$ cat src/rtl/dma_pkg.sv
// -----------------------------------------------------------------------------
// dma_pkg
// Shared definitions for the mem_copy_dma engine:
//   dma_state_t      - engine state encoding (IDLE, READ, WRITE, FIN)
//   WORD_BYTES       - byte stride between consecutive 32-bit words
//   is_word_aligned  - true when the two byte-offset bits of an address are 0
// -----------------------------------------------------------------------------
package dma_pkg;

    typedef enum logic [1:0] {
        IDLE  = 2'd0,
        READ  = 2'd1,
        WRITE = 2'd2,
        FIN   = 2'd3
    } dma_state_t;

    localparam int WORD_BYTES = 4;

    // Only the byte-offset bits matter for word alignment.
    function automatic logic is_word_aligned(input logic [1:0] addr_lsb);
        return (addr_lsb == 2'b00);
    endfunction

endpackage : dma_pkg

$ cat src/rtl/mem_copy_dma_if.sv
// -----------------------------------------------------------------------------
// mem_copy_dma_if
// Single-port word memory bus (one-cycle registered read).
//   mem_addr      byte address, initiator -> memory
//   mem_wdata     write data,   initiator -> memory
//   mem_write_en  write strobe, initiator -> memory
//   mem_read_en   read strobe,  initiator -> memory
//   mem_rdata     read data,    memory -> initiator, valid the cycle after a
//                 read strobe and held until the next read
// Modports: master (the DMA engine), slave (the memory).
// -----------------------------------------------------------------------------
interface mem_copy_dma_if #(
    parameter int ADDR_W = 32
);

    logic [ADDR_W-1:0] mem_addr;
    logic [31:0]       mem_wdata;
    logic              mem_write_en;
    logic              mem_read_en;
    logic [31:0]       mem_rdata;

    modport master (
        output mem_addr,
        output mem_wdata,
        output mem_write_en,
        output mem_read_en,
        input  mem_rdata
    );

    modport slave (
        input  mem_addr,
        input  mem_wdata,
        input  mem_write_en,
        input  mem_read_en,
        output mem_rdata
    );

endinterface : mem_copy_dma_if

$ cat src/rtl/mem_copy_dma.sv
// -----------------------------------------------------------------------------
// mem_copy_dma
// Memory-to-memory copy / constant-fill engine driving a single-port word
// memory as bus initiator.
//
// Ports:
//   clk, rst      clock and synchronous active-high reset
//   start         command strobe, only honoured in IDLE
//   fill          0 = copy src->dst, 1 = fill dst with fill_data
//   src_addr      copy source byte address
//   dst_addr      destination byte address
//   len_words     number of 32-bit words to move
//   fill_data     fill pattern
//   busy          high while the engine is in READ or WRITE
//   done          one-cycle completion pulse
//   err           one-cycle pulse with done when the command was rejected
//   mem           memory bus (master side)
//
// A copy alternates READ / WRITE per word; a fill issues one WRITE per cycle.
// Misaligned or empty commands go straight to FIN without touching memory.
// -----------------------------------------------------------------------------
module mem_copy_dma
    import dma_pkg::*;
#(
    parameter int ADDR_W = 32,
    parameter int LEN_W  = 16
) (
    input  logic                 clk,
    input  logic                 rst,
    input  logic                 start,
    input  logic                 fill,
    input  logic [ADDR_W-1:0]    src_addr,
    input  logic [ADDR_W-1:0]    dst_addr,
    input  logic [LEN_W-1:0]     len_words,
    input  logic [31:0]          fill_data,
    output logic                 busy,
    output logic                 done,
    output logic                 err,
    mem_copy_dma_if.master       mem
);

    localparam logic [ADDR_W-1:0] PTR_STEP  = ADDR_W'(WORD_BYTES);
    localparam logic [LEN_W-1:0]  LEN_ONE   = LEN_W'(1);
    localparam logic [LEN_W-1:0]  LEN_ZERO  = {LEN_W{1'b0}};
    localparam logic [ADDR_W-1:0] ADDR_ZERO = {ADDR_W{1'b0}};

    dma_state_t        state_q;
    logic              fill_q;
    logic [31:0]       fill_data_q;
    logic [ADDR_W-1:0] src_ptr_q;
    logic [ADDR_W-1:0] dst_ptr_q;
    logic [LEN_W-1:0]  count_q;
    logic              err_q;

    logic              cmd_bad_s;
    logic              cmd_empty_s;

    // Command validation; the source alignment only matters when copying.
    always_comb begin
        cmd_bad_s   = 1'b0;
        cmd_empty_s = 1'b0;
        if ((!fill && !is_word_aligned(src_addr[1:0])) ||
            !is_word_aligned(dst_addr[1:0])) begin
            cmd_bad_s = 1'b1;
        end else begin
            cmd_bad_s = 1'b0;
        end
        if (len_words == LEN_ZERO) begin
            cmd_empty_s = 1'b1;
        end else begin
            cmd_empty_s = 1'b0;
        end
    end

    // Engine FSM with command capture, pointer and word-count datapath.
    always_ff @(posedge clk) begin
        if (rst) begin
            state_q     <= IDLE;
            fill_q      <= 1'b0;
            fill_data_q <= 32'h0000_0000;
            src_ptr_q   <= ADDR_ZERO;
            dst_ptr_q   <= ADDR_ZERO;
            count_q     <= LEN_ZERO;
            err_q       <= 1'b0;
        end else begin
            case (state_q)
                IDLE: begin
                    if (start) begin
                        fill_q      <= fill;
                        fill_data_q <= fill_data;
                        src_ptr_q   <= src_addr;
                        dst_ptr_q   <= dst_addr;
                        count_q     <= len_words;
                        err_q       <= cmd_bad_s;
                        if (cmd_bad_s || cmd_empty_s) begin
                            state_q <= FIN;
                        end else if (fill) begin
                            state_q <= WRITE;
                        end else begin
                            state_q <= READ;
                        end
                    end else begin
                        state_q <= IDLE;
                    end
                end
                READ: begin
                    // Pointers wrap silently at the top of the address space.
                    src_ptr_q <= src_ptr_q + PTR_STEP;
                    state_q   <= WRITE;
                end
                WRITE: begin
                    dst_ptr_q <= dst_ptr_q + PTR_STEP;
                    count_q   <= count_q - LEN_ONE;
                    if (count_q == LEN_ONE) begin
                        state_q <= FIN;
                    end else if (fill_q) begin
                        state_q <= WRITE;
                    end else begin
                        state_q <= READ;
                    end
                end
                FIN: begin
                    err_q   <= 1'b0;
                    state_q <= IDLE;
                end
                default: begin
                    state_q <= IDLE;
                end
            endcase
        end
    end

    // Output decode from registered state; copy write data passes straight
    // through from the memory's registered read port.
    always_comb begin
        busy             = 1'b0;
        done             = 1'b0;
        err              = 1'b0;
        mem.mem_addr     = ADDR_ZERO;
        mem.mem_wdata    = 32'h0000_0000;
        mem.mem_write_en = 1'b0;
        mem.mem_read_en  = 1'b0;
        case (state_q)
            READ: begin
                busy            = 1'b1;
                mem.mem_read_en = 1'b1;
                mem.mem_addr    = src_ptr_q;
            end
            WRITE: begin
                busy             = 1'b1;
                mem.mem_write_en = 1'b1;
                mem.mem_addr     = dst_ptr_q;
                if (fill_q) begin
                    mem.mem_wdata = fill_data_q;
                end else begin
                    mem.mem_wdata = mem.mem_rdata;
                end
            end
            FIN: begin
                done = 1'b1;
                err  = err_q;
            end
            default: begin
                busy = 1'b0;
            end
        endcase
    end

endmodule : mem_copy_dma

$ cat src/flat_wrapper.sv
// flat-port wrapper written by rule: the top's interface ports become plain ports
module mem_copy_dma_flat import dma_pkg::*;
#(
    parameter int ADDR_W = 32,
    parameter int LEN_W  = 16
)
  (clk, rst, start, fill, src_addr, dst_addr, len_words, fill_data, busy, done, err, mem_mem_addr, mem_mem_wdata, mem_mem_write_en, mem_mem_read_en, mem_mem_rdata);
  mem_copy_dma_if #(.ADDR_W(ADDR_W)) mem_i ();
  input  logic clk;
  input  logic rst;
  input  logic start;
  input  logic fill;
  input  logic [ADDR_W-1:0] src_addr;
  input  logic [ADDR_W-1:0] dst_addr;
  input  logic [LEN_W-1:0] len_words;
  input  logic [31:0] fill_data;
  output logic busy;
  output logic done;
  output logic err;
  output wire logic [$bits(mem_i.mem_addr)-1:0] mem_mem_addr;
  output wire logic [$bits(mem_i.mem_wdata)-1:0] mem_mem_wdata;
  output wire logic [$bits(mem_i.mem_write_en)-1:0] mem_mem_write_en;
  output wire logic [$bits(mem_i.mem_read_en)-1:0] mem_mem_read_en;
  input wire logic [$bits(mem_i.mem_rdata)-1:0] mem_mem_rdata;
  assign mem_mem_addr = mem_i.mem_addr;
  assign mem_mem_wdata = mem_i.mem_wdata;
  assign mem_mem_write_en = mem_i.mem_write_en;
  assign mem_mem_read_en = mem_i.mem_read_en;
  assign mem_i.mem_rdata = mem_mem_rdata;
  mem_copy_dma #(.ADDR_W(ADDR_W), .LEN_W(LEN_W)) u_core (.clk(clk), .rst(rst), .start(start), .fill(fill), .src_addr(src_addr), .dst_addr(dst_addr), .len_words(len_words), .fill_data(fill_data), .busy(busy), .done(done), .err(err), .mem(mem_i));
endmodule
$ cat config.mk
export PLATFORM = sky130hd
export DESIGN_NAME = mem_copy_dma_flat
export DESIGN_NICKNAME = d
export VERILOG_FILES = /design/src/rtl/dma_pkg.sv /design/src/rtl/mem_copy_dma_if.sv /design/src/rtl/mem_copy_dma.sv /design/src/flat_wrapper.sv
export SDC_FILE = /design/constraint.sdc
export NUM_CORES = 1
export LEC_CHECK = 0
export ABC_AREA = 1
export BUFFER_PORTS_ARGS = -buffer_cell sky130_fd_sc_hd__clkbuf_2
export CORE_AREA = 2 2 100 151
export CTS_BUF_LIST = sky130_fd_sc_hd__clkbuf_4 sky130_fd_sc_hd__clkbuf_8
export DETAILED_ROUTE_END_ITERATION = 6
export DIE_AREA = 0 0 102 153
export PLACE_DENSITY = 0.82
export SYNTH_ARGS = -nofsm -noshare
export SYNTH_HDL_FRONTEND = slang
export SYNTH_SLANG_ARGS = --single-unit
$ cat constraint.sdc
create_clock -name clk -period 2.1 [get_ports clk]
set_input_delay 0.21 -clock clk [delete_from_list [all_inputs] [get_ports clk]]
set_output_delay 0.21 -clock clk [all_outputs]
set_load 0.02 [all_outputs]
==> impl_metrics.tcl, run 1 <==
set metrics [dict create \
    clk_pin_slew_worst_paths_ns 0.08 \
    ys_async_sr_fraction_pct 0 \
    critical_path_arrival_ns 1.92 \
    crit_chain "inv_4 -> ha_4 -> clkinvlp_4 -> buf_12 -> a21oi_1 -> clkbuf_2" \
    synth_commonest_cells "nand2_1, nor2_1, o21ai_0" \
    postRouteAntennaNets 0 \
    slew_headroom_pct 67.4 \
    clkSinkCount 116 \
    setup_viol 1 \
    yosys-top-cells-area "dfxtp_1, nand2_1, nor2_1, o21ai_0, a21oi_1" \
    post-dp-hpwl_um 17100 \
    ys_seq_elements 116 \
    num_antenna_cells 0 \
    synth_top_area_share_pct 30.0 \
    power.density_nw_per_um2 772 \
    cts_made_buffers 17 \
    drt-initial-drc-count 625 \
    irDropWorstVdd_uv 433 \
    postLayoutCoreUtil_pct 69.3 \
    dieWidth_um 102 \
    drv_cap 0 \
    initial_core_util_pct 54.1 \
    finalClockSkew_ns 0.0159 \
    io_pins 217 \
    nets 1674 \
    root_buffer "clkbuf_8" \
    comb_power_share_pct 34.2 \
    critPathSlowestCell "dfxtp_4" \
    avgSynthCellArea_sq_um 5.87 \
    antenna_found_initial 0 \
    htreeDepth 4 \
    cp_max_fo 6 \
    synth.distinct_cells 37 \
    grt_usage_pct 31.1 \
    yosysMostFrequentCell "nand2_1" \
    drive_above_1_share_pct 23.8 \
    p_clk_share_pct 28.4 \
    drt_pass1_iterations 7 \
    clk_latency_ns 0.45 \
    num_rows 54 \
    crit_required_ns 1.89 \
    grt_overflow 0 \
    dieArea_sq_um 15600 \
    cts_buffer_depth 2 \
    tightest_slew_ns 0.487 \
    violations "design-rule violations, negative setup slack" \
    vias_per_cell 5.44 \
    synth_edf_count 0 \
    period_minus_slack_ns 2.13 \
    net-switching-power_mw 3.03 \
    area_growth_syn_to_layout_pct 28.1 \
    synth_ff_type "dfxtp_1" \
    grt_pass1_wl_um 39600 \
    portBuffers 216 \
    core-area_sq_um 14300 \
    wl_per_cell_um 14.5 \
    place_ws_ns 0.218 \
    setup_ws_ns -0.0253 \
    p_int_mw 4.63 \
    place.gp.congestion 0.903 \
    grt_pass1_vias 8434 \
    wirelength_um 25100 \
    cp-start-kind "register" \
    finalMaxSlewViolations 0 \
    synthCells 1319 \
    status "complete, but fails checks" \
    yosys.area.top_type "dfxtp_1" \
    total_power_mw 7.66 \
    netlist_area_sq_um 7750 \
    hp-class "in -> reg" \
    cts_tree "yes" \
    drc 4 \
    crit_type "reg -> out" \
    endpoint_kind "output port" \
    grt_max_degree 94 \
    floorplan.die.height_um 153 \
    final.period_utilization_pct 101 \
    leakage_nw 4.71 \
    yosysSeqAreaShare_pct 30.0 \
    vias 9397 \
    hold_viol 0 \
    ys_warn_count 0 \
    slowest_delay_ns 0.39 \
    max_freq_ghz 0.471 \
    syn_nets 1475 \
    seqPwrFrac_pct 37.4 \
    swShare_pct 39.6 \
]
-- final timing paths --
path / slack, ns / depth (start not counted) / from / end
worst max-delay path: -0.03 / 6 / u_core.state_q[1] / mem_mem_addr[12]
worst min-delay path: 0.01 / 3 / fill_data[29] / u_core.fill_data_q[29]
worst max register to register: 0.25 / 8 / u_core.state_q[1] / u_core.src_ptr_q[1]
worst min register to register: 0.47 / 2 / u_core.count_q[5] / u_core.count_q[5]
-- flip-flops by register name, indices dropped and copies added, names as in the netlist --
name,flops
u_core.fill_data_q,32
u_core.dst_ptr_q,32
u_core.err_q,1
u_core.src_ptr_q,32
u_core.count_q,16
u_core.state_q,2
u_core.fill_q,1
-- power groups by stage --
stage / registers (mW) / clock network [mW] / logic (mW)
global route: 2.91 / 2.29 / 2.90
CTS: 2.85 / 2.20 / 2.43
finish: 2.86 / 2.17 / 2.62
floorplan: 2.80 / 0 / 1.63
global placement: 2.88 / 0 / 2.23
detailed placement: 2.89 / 0 / 2.27
-- area by class of cell --
type	instances	area, sq um
Clock buffer	17	234
Inverter	91	350
Fill cell	1290	4400
Timing Repair Buffer	255	1670
Clock inverter	15	170
Tap cell	196	245
Sequential cell	116	2330
Multi-Input combinational cell	1037	4930
-- worst max-delay path, delay by kind of cell (launching register included) --
family	cells	cell delay (ns)
adder cells (fa/ha/maj)	1	0.27
buffers and inverters	4	0.54
AO/OA/AOI/OAI	1	0.27
flip-flops	1	0.39
-- through the flow --
stage                     instances  setup TNS [ns]  area (sq um)  hold WS, ns
after floorplan                1319               0          7750        0.288
final                          1727         -0.0253          9930       0.0129
after CTS                      1722          -0.325          9680    0.0000736
after global placement         1680               0          9000        0.452
after global routing           1727         -0.0907          9930       0.0118
after detailed placement       1680               0          9000        0.459
-- cells by family (layout without fill, tap and decap cells) --
logic type / count (synthesis) / after routing / synth area share, %
XOR/XNOR: 1 / 1 / 0.113
adder cells (fa/ha/maj): 8 / 8 / 1.29
AO/OA/AOI/OAI: 285 / 285 / 19.4
AND/OR/NAND/NOR: 743 / 743 / 40.6
flip-flops: 116 / 116 / 30.0
buffers and inverters: 166 / 378 / 8.61
-- routing by layer --
metal	wire, um	vias up	track usage (%)
met3	1910	53	5.76
li1	-	4689	-
met2	12500	405	53.8
met5	0	-	0
met1	9960	4250	37.5
met4	740	0	11.8
-- placed cells by master (no fill, tap or decap), types with 4 or more instances in the layout --
cell type    n
nor2_1     291
o211ai_1    12
a21oi_4      6
nand2_1    311
nand3_1     71
nor2_2      10
inv_6        5
inv_2        7
a21oi_1     77
nand2_2      6
buf_12       6
or2_2       11
buf_2        5
ha_1         5
nand4_1     20
buf_4       47
clkbuf_8    17
a21oi_2     17
buf_6        4
o21ai_1     13
clkbuf_2   184
inv_1       80
o21ai_0    136
nor2_4       7
clkinv_4     4
a31oi_1     12
nor3_1       5
a211oi_1     4
dfxtp_1    114
-- timing repair --
action | in CTS | in global routing
gates resized for setup | 35 | 76
endpoints found under the hold margin | 2 | 0
endpoints found under the setup margin | 27 | 40
hold buffers | 2 | 0
gates cloned | 3 | 2
buffers inserted | 5 | 3
pin swaps | 0 | 3
Note: power is estimated with default switching activity, not from simulation.
==> inputs of run 2 (changes only) <==
--- a/config.mk
+++ b/config.mk
@@ -7,11 +7,11 @@
 export LEC_CHECK = 0
 export ABC_AREA = 1
 export BUFFER_PORTS_ARGS = -buffer_cell sky130_fd_sc_hd__clkbuf_2
-export CORE_AREA = 2 2 100 151
-export CTS_BUF_LIST = sky130_fd_sc_hd__clkbuf_4 sky130_fd_sc_hd__clkbuf_8
+export CORE_AREA = 2 2 102 154
+export CTS_BUF_LIST = sky130_fd_sc_hd__clkbuf_16
 export DETAILED_ROUTE_END_ITERATION = 6
-export DIE_AREA = 0 0 102 153
-export PLACE_DENSITY = 0.82
+export DIE_AREA = 0 0 104 156
+export PLACE_DENSITY = 0.8
 export SYNTH_ARGS = -nofsm -noshare
 export SYNTH_HDL_FRONTEND = slang
 export SYNTH_SLANG_ARGS = --single-unit
==> run 2 against run 1 <==
The flow now finishes without violations. Utilization down 3.2 points. Sequential share of layout area up 0.19 points. Total power up 5.9%. Largest power group unchanged. First-iteration DRC count up 7.8%. Routed wire length up 2.1%. Combinational power down 3%. Register-to-register slack better by 0.07 ns. Die area up 4.0%.
==> impl_metrics.tcl, run 2 (same netlist as run 1, synthesis figures left out) <==
set metrics [dict create \
    p_clk_share_pct 33.5 \
    nets 1670 \
    grt_usage_pct 30.8 \
    wl_per_cell_um 14.8 \
    cts_buffer_depth 2 \
    io_pins 217 \
    max_freq_ghz 0.484 \
    initial_core_util_pct 52.1 \
    holdWs_ns 0.0338 \
    post-dp-hpwl_um 17500 \
    postLayoutCoreUtil_pct 66.1 \
    endpoint_kind "output port" \
    floorplan.die.height_um 156 \
    swShare_pct 38.1 \
    power.density_nw_per_um2 826 \
    postRouteAntennaNets 0 \
    drive_above_1_share_pct 22.9 \
    place.gp.congestion 0.964 \
    grt_max_degree 53 \
    layout_common_cells "nand2_1, nor2_1, clkbuf_2, o21ai_0, dfxtp_1" \
    total_power_mw 8.11 \
    vias 9460 \
    drc 0 \
    clk_pin_slew_worst_paths_ns 0.06 \
    root_buffer "clkbuf_16" \
    reg_top3 "u_core.dst_ptr_q x32, u_core.fill_data_q x32, u_core.src_ptr_q x32" \
    wirelength_um 25600 \
    portBuffers 216 \
    drt_pass1_iterations 6 \
    htreeDepth 4 \
    clkSinkCount 116 \
    tightest_slew_ns 0.679 \
    slew_headroom_pct 54.7 \
    area_growth_syn_to_layout_pct 26.8 \
    cp_max_fo 8 \
    dieWidth_um 104 \
    grt_pass1_vias 8648 \
    fin_setup_tns_ns 0 \
    grt_pass1_wl_um 41000 \
    seqPwrFrac_pct 35.4 \
    cp-start-kind "register" \
    setup_viol 0 \
    vias_per_cell 5.48 \
    layout_commonest_cell "nand2_1" \
    hp-class "in -> reg" \
    drv_cap 0 \
    crit_required_ns 1.89 \
    crit_type "reg -> out" \
    cts_made_buffers 17 \
    num_antenna_cells 0 \
    clk_latency_ns 0.42 \
    irDropWorstVdd_uv 569 \
    p_int_mw 5.02 \
    rsz0062_at_grt "yes" \
    core-area_sq_um 14900 \
    final.period_utilization_pct 98.4 \
    cts-hold-fix-buffers 0 \
    drt-initial-drc-count 674 \
    finalClockSkew_ns 0.00932 \
    num_rows 55 \
    dieArea_sq_um 16200 \
    net-switching-power_mw 3.09 \
    finalMaxSlewViolations 0 \
    hold_viol 0 \
    grt_overflow 0 \
    status "completed" \
    period_minus_slack_ns 2.07 \
    antenna_found_initial 0 \
    critical_path_arrival_ns 1.86 \
    leakage_nw 4.70 \
    cts_tree "yes" \
    comb_power_share_pct 31.1 \
]
-- run 2: area by class of cell --
cell class | instances | area [sq um]
Fill cell | 1441 | 5040
Multi-Input combinational cell | 1037 | 4820
Sequential cell | 116 | 2320
Timing Repair Buffer | 251 | 1540
Clock buffer | 17 | 425
Inverter | 91 | 345
Tap cell | 199 | 249
Clock inverter | 15 | 119
-- run 2: critical path, stage by stage (launching register included) --
cell and delay (ns):
dfxtp_2 0.37, inv_2 0.07, ha_4 0.29, clkinvlp_4 0.09, buf_12 0.15, buf_6 0.13
a21oi_1 0.16, buf_4 0.18
-- run 2: path summary, 6_finish.rpt --
kind | start | to | slack [ns] | depth (start not counted)
max | u_core.state_q[1] | mem_mem_addr[0] | 0.03 | 7
min | fill_data[12] | u_core.fill_data_q[12] | 0.03 | 3
max reg2reg | u_core.state_q[0] | u_core.count_q[12] | 0.32 | 9
min reg2reg | u_core.src_ptr_q[1] | u_core.src_ptr_q[1] | 0.47 | 2
-- run 2: routing by layer --
metal	vias to the layer above	global-route usage, %	share of wire (%)
li1	4697	-	-
met1	4235	35.3	40
met2	437	54.4	49
met3	91	5.76	7.1
met4	0	16.3	4.2
met5	-	0	0
-- run 2: power by group through the flow --
stage / Sequential [mW] / Clock (mW) / Combinational [mW]
after floorplan: 2.80 / 0 / 1.63
after global placement: 2.88 / 0 / 2.25
after detailed placement: 2.89 / 0 / 2.28
after CTS: 2.85 / 2.73 / 2.43
after global routing: 2.91 / 2.85 / 2.79
final: 2.87 / 2.72 / 2.53
-- run 2: timing repair --
item | 4_1_cts | 5_1_grt
setup endpoints to repair | 30 | 36
resized for setup | 28 | 30
gates cloned | 3 | 1
buffers inserted | 4 | 1
-- run 2: stage by stage --
step                      instances  area, sq um  worst slack [ns]
after floorplan                1319         7750             0.155
after global placement         1685         9010             0.245
after detailed placement       1685         9010             0.208
after CTS                      1724         9750           -0.0150
after global routing           1726         9830           -0.0301
final                          1726         9830            0.0331
==> inputs of run 3 (changes only) <==
--- a/config.mk
+++ b/config.mk
@@ -5,13 +5,13 @@
 export SDC_FILE = /design/constraint.sdc
 export NUM_CORES = 1
 export LEC_CHECK = 0
-export ABC_AREA = 1
 export BUFFER_PORTS_ARGS = -buffer_cell sky130_fd_sc_hd__clkbuf_2
-export CORE_AREA = 2 2 102 154
+export CORE_AREA = 2 2 100 150
 export CTS_BUF_LIST = sky130_fd_sc_hd__clkbuf_16
 export DETAILED_ROUTE_END_ITERATION = 6
-export DIE_AREA = 0 0 104 156
+export DIE_AREA = 0 0 102 152
 export PLACE_DENSITY = 0.8
+export SLEW_MARGIN = 30
 export SYNTH_ARGS = -nofsm -noshare
 export SYNTH_HDL_FRONTEND = slang
 export SYNTH_SLANG_ARGS = --single-unit
==> constraint.sdc (replaced) <==
create_clock -name clk -period 2.1 [get_ports clk]
set_input_delay 0.21 -clock clk [delete_from_list [all_inputs] [get_ports clk]]
set_output_delay 0.21 -clock clk [all_outputs]
set_load 0.1 [all_outputs]
==> run 3 against run 2 <==
Sequential power down 7.0%. Via count down 4.1%. The flow now finishes with violations (design-rule violations, negative setup slack). Largest cell class unchanged. Critical path type unchanged. Setup slack worse by 0.049 ns.
==> impl_metrics.tcl, run 3 <==
set metrics [dict create \
    fin_setup_tns_ns -0.0289 \
    yosys.area.top_type "dfxtp_1" \
    clk_pin_slew_worst_paths_ns 0.06 \
    syn_nets 1146 \
    place.gp.congestion 0.954 \
    cts_tree "yes" \
    floorplan.die.height_um 152 \
    htreeDepth 4 \
    tightest_slew_ns 0.599 \
    finalNonFillerCells 1429 \
    hp-class "in -> reg" \
    drv_cap 0 \
    netlist_area_sq_um 7380 \
    grt_overflow 0 \
    period_minus_slack_ns 2.12 \
    multi_input_area_sq_um 5300 \
    critical_path_arrival_ns 1.91 \
    wl_per_cell_um 20.3 \
    synthCells 990 \
    postRouteAntennaNets 0 \
    max_freq_ghz 0.473 \
    ys_warn_count 0 \
    postLayoutCoreUtil_pct 79.3 \
    power.density_nw_per_um2 757 \
    p_clk_share_pct 36.8 \
    path_common_cell "buf_12" \
    avgSynthCellArea_sq_um 7.46 \
    antenna_found_initial 0 \
    crit_required_ns 1.89 \
    synth_commonest_cells "nand2_1, dfxtp_1, nor2_1" \
    post-dp-hpwl_um 19900 \
    finalClockSkew_ns 0.0105 \
    crit_family "buffers and inverters" \
    slew_headroom_pct 60.2 \
    core-area_sq_um 14300 \
    area_growth_syn_to_layout_pct 53.8 \
    violations "design-rule violations, negative setup slack" \
    net-switching-power_mw 3.08 \
    layout_commonest_cell "clkbuf_2" \
    wirelength_um 29100 \
    initial_core_util_pct 51.6 \
    regArea_sq_um 2320 \
    grt_pass1_vias 8781 \
    io_pins 217 \
    grt_max_degree 111 \
    yosysMostFrequentCell "nand2_1" \
    final.period_utilization_pct 101 \
    dieWidth_um 102 \
    cp_max_fo 37 \
    dieArea_sq_um 15500 \
    drt-initial-drc-count 818 \
    total_power_mw 8.60 \
    setup_viol 4 \
    setup_ws_ns -0.0158 \
    vias_per_cell 6.35 \
    cts_made_buffers 17 \
    crit_type "reg -> out" \
    layout_common_cells "clkbuf_2, nand2_1, dfxtp_1, a21oi_1, buf_12" \
    synth.distinct_cells 72 \
    crit_chain "inv_2 -> ha_4 -> buf_12 -> nand2_1 -> a21boi_4 -> buf_12" \
    drc 2 \
    synth_edf_count 0 \
    comb_power_share_pct 32.2 \
    vias 9071 \
    ys_seq_elements 116 \
    crit_buf_inv 3 \
    reg_top3 "u_core.dst_ptr_q x32, u_core.fill_data_q x32, u_core.src_ptr_q x32" \
    finalMaxSlewViolations 0 \
    slowest_delay_ns 0.36 \
    hold_viol 0 \
    nets 1376 \
    status "complete, but fails checks" \
    yosysSeqAreaShare_pct 31.4 \
    clkSinkCount 116 \
    seqPwrFrac_pct 31.0 \
    yosys-top-cells-area "dfxtp_1, nand2_1, a21oi_1, mux2i_1, nor2_1" \
    clk_latency_ns 0.42 \
    swShare_pct 35.8 \
    drive_above_1_share_pct 35.5 \
    ys_async_sr_fraction_pct 0 \
    leakage_nw 4.36 \
    cts_buffer_depth 2 \
    grt_usage_pct 36.6 \
    final.fill_count 939 \
    irDropWorstVdd_uv 528 \
    critPathSlowestCell "dfxtp_1" \
    num_rows 54 \
    root_buffer "clkbuf_16" \
    synth_ff_type "dfxtp_1" \
    dp.cells 1388 \
    drt_pass1_iterations 7 \
    portBuffers 216 \
    grt_pass1_wl_um 45200 \
    rsz0062_at_grt "yes" \
    num_antenna_cells 0 \
    endpoint_kind "output port" \
    synth_top_area_share_pct 31.4 \
    cp-start-kind "register" \
    p_int_mw 5.52 \
]
-- run 3: final cells by class --
cell class              count  area share (%)
flip-flops and latches    116            20.5
repair buffers            291            24.5
inverters                  13           0.562
clock inverters            15            1.80
repair inverters            1          0.0771
well taps                 196            2.16
multi-input cells         780            46.7
clock buffers              17            3.75
-- run 3: stage by stage --
stage / area (sq um) / worst slack [ns] / hold WS, ns
floorplan: 8100 / -0.0644 / 0.346
global placement: 10500 / 0.135 / 0.435
CTS: 11200 / -0.0242 / 0.00568
detailed placement: 10500 / 0.0642 / 0.439
finish: 11400 / -0.0158 / 0.00356
global route: 11400 / -0.0694 / 0.0171
-- run 3: cell families after synthesis --
| group | count (synthesis) | synth area share (%) |
|---|---|---|
| and+or+nand+nor | 443 | 30.4 |
| AOI/OAI and AO/OA | 280 | 24.6 |
| DFF | 116 | 31.4 |
| buffers and inverters | 94 | 5.57 |
| muxes | 44 | 6.03 |
| adders and majority gates | 8 | 1.36 |
| xor gates and xnor gates | 5 | 0.593 |
-- run 3: repair_timing --
item	CTS	global route
pin swaps	0	3
resized for setup	12	19
cloned	1	1
endpoints found under the setup margin	65	71
buffers inserted	4	3
hold buffers	0	0
-- run 3: final timing paths --
path	start	end	slack, ns	depth (start not counted)
worst max register to register	u_core.state_q[1]	u_core.dst_ptr_q[24]	0.01	7
worst max-delay path	u_core.state_q[1]	mem_mem_addr[6]	-0.02	6
worst min-delay path	fill_data[5]	u_core.fill_data_q[5]	0.004	3
worst min register to register	u_core.fill_data_q[0]	u_core.fill_data_q[0]	0.45	2
-- run 3: metal layers --
metal / part of all wire (%) / vias to the layer above / global-route usage [%]
li1: - / 4126 / -
met1: 35 / 4232 / 42.3
met2: 49 / 574 / 61.7
met3: 8.9 / 139 / 7.64
met4: 6.5 / 0 / 19.9
met5: 0 / - / 0
-- run 3: worst register-to-register path, cell delays in order, from the launching register on --
cell and delay (ns):
dfxtp_1 0.43, inv_2 0.10, ha_4 0.23, mux2_4 0.42, and3_1 0.23, a21oi_1 0.19
a21boi_1 0.24, a221oi_1 0.10
-- run 3: power groups by stage --
stage | registers [mW] | logic, mW | clock network (mW)
3_3_place_gp | 2.68 | 2.54 | 0
2_1_floorplan | 2.64 | 1.78 | 0
5_1_grt | 2.69 | 2.93 | 3.25
3_5_place_dp | 2.69 | 2.58 | 0
4_1_cts | 2.65 | 2.68 | 3.15
6_report | 2.67 | 2.77 | 3.16
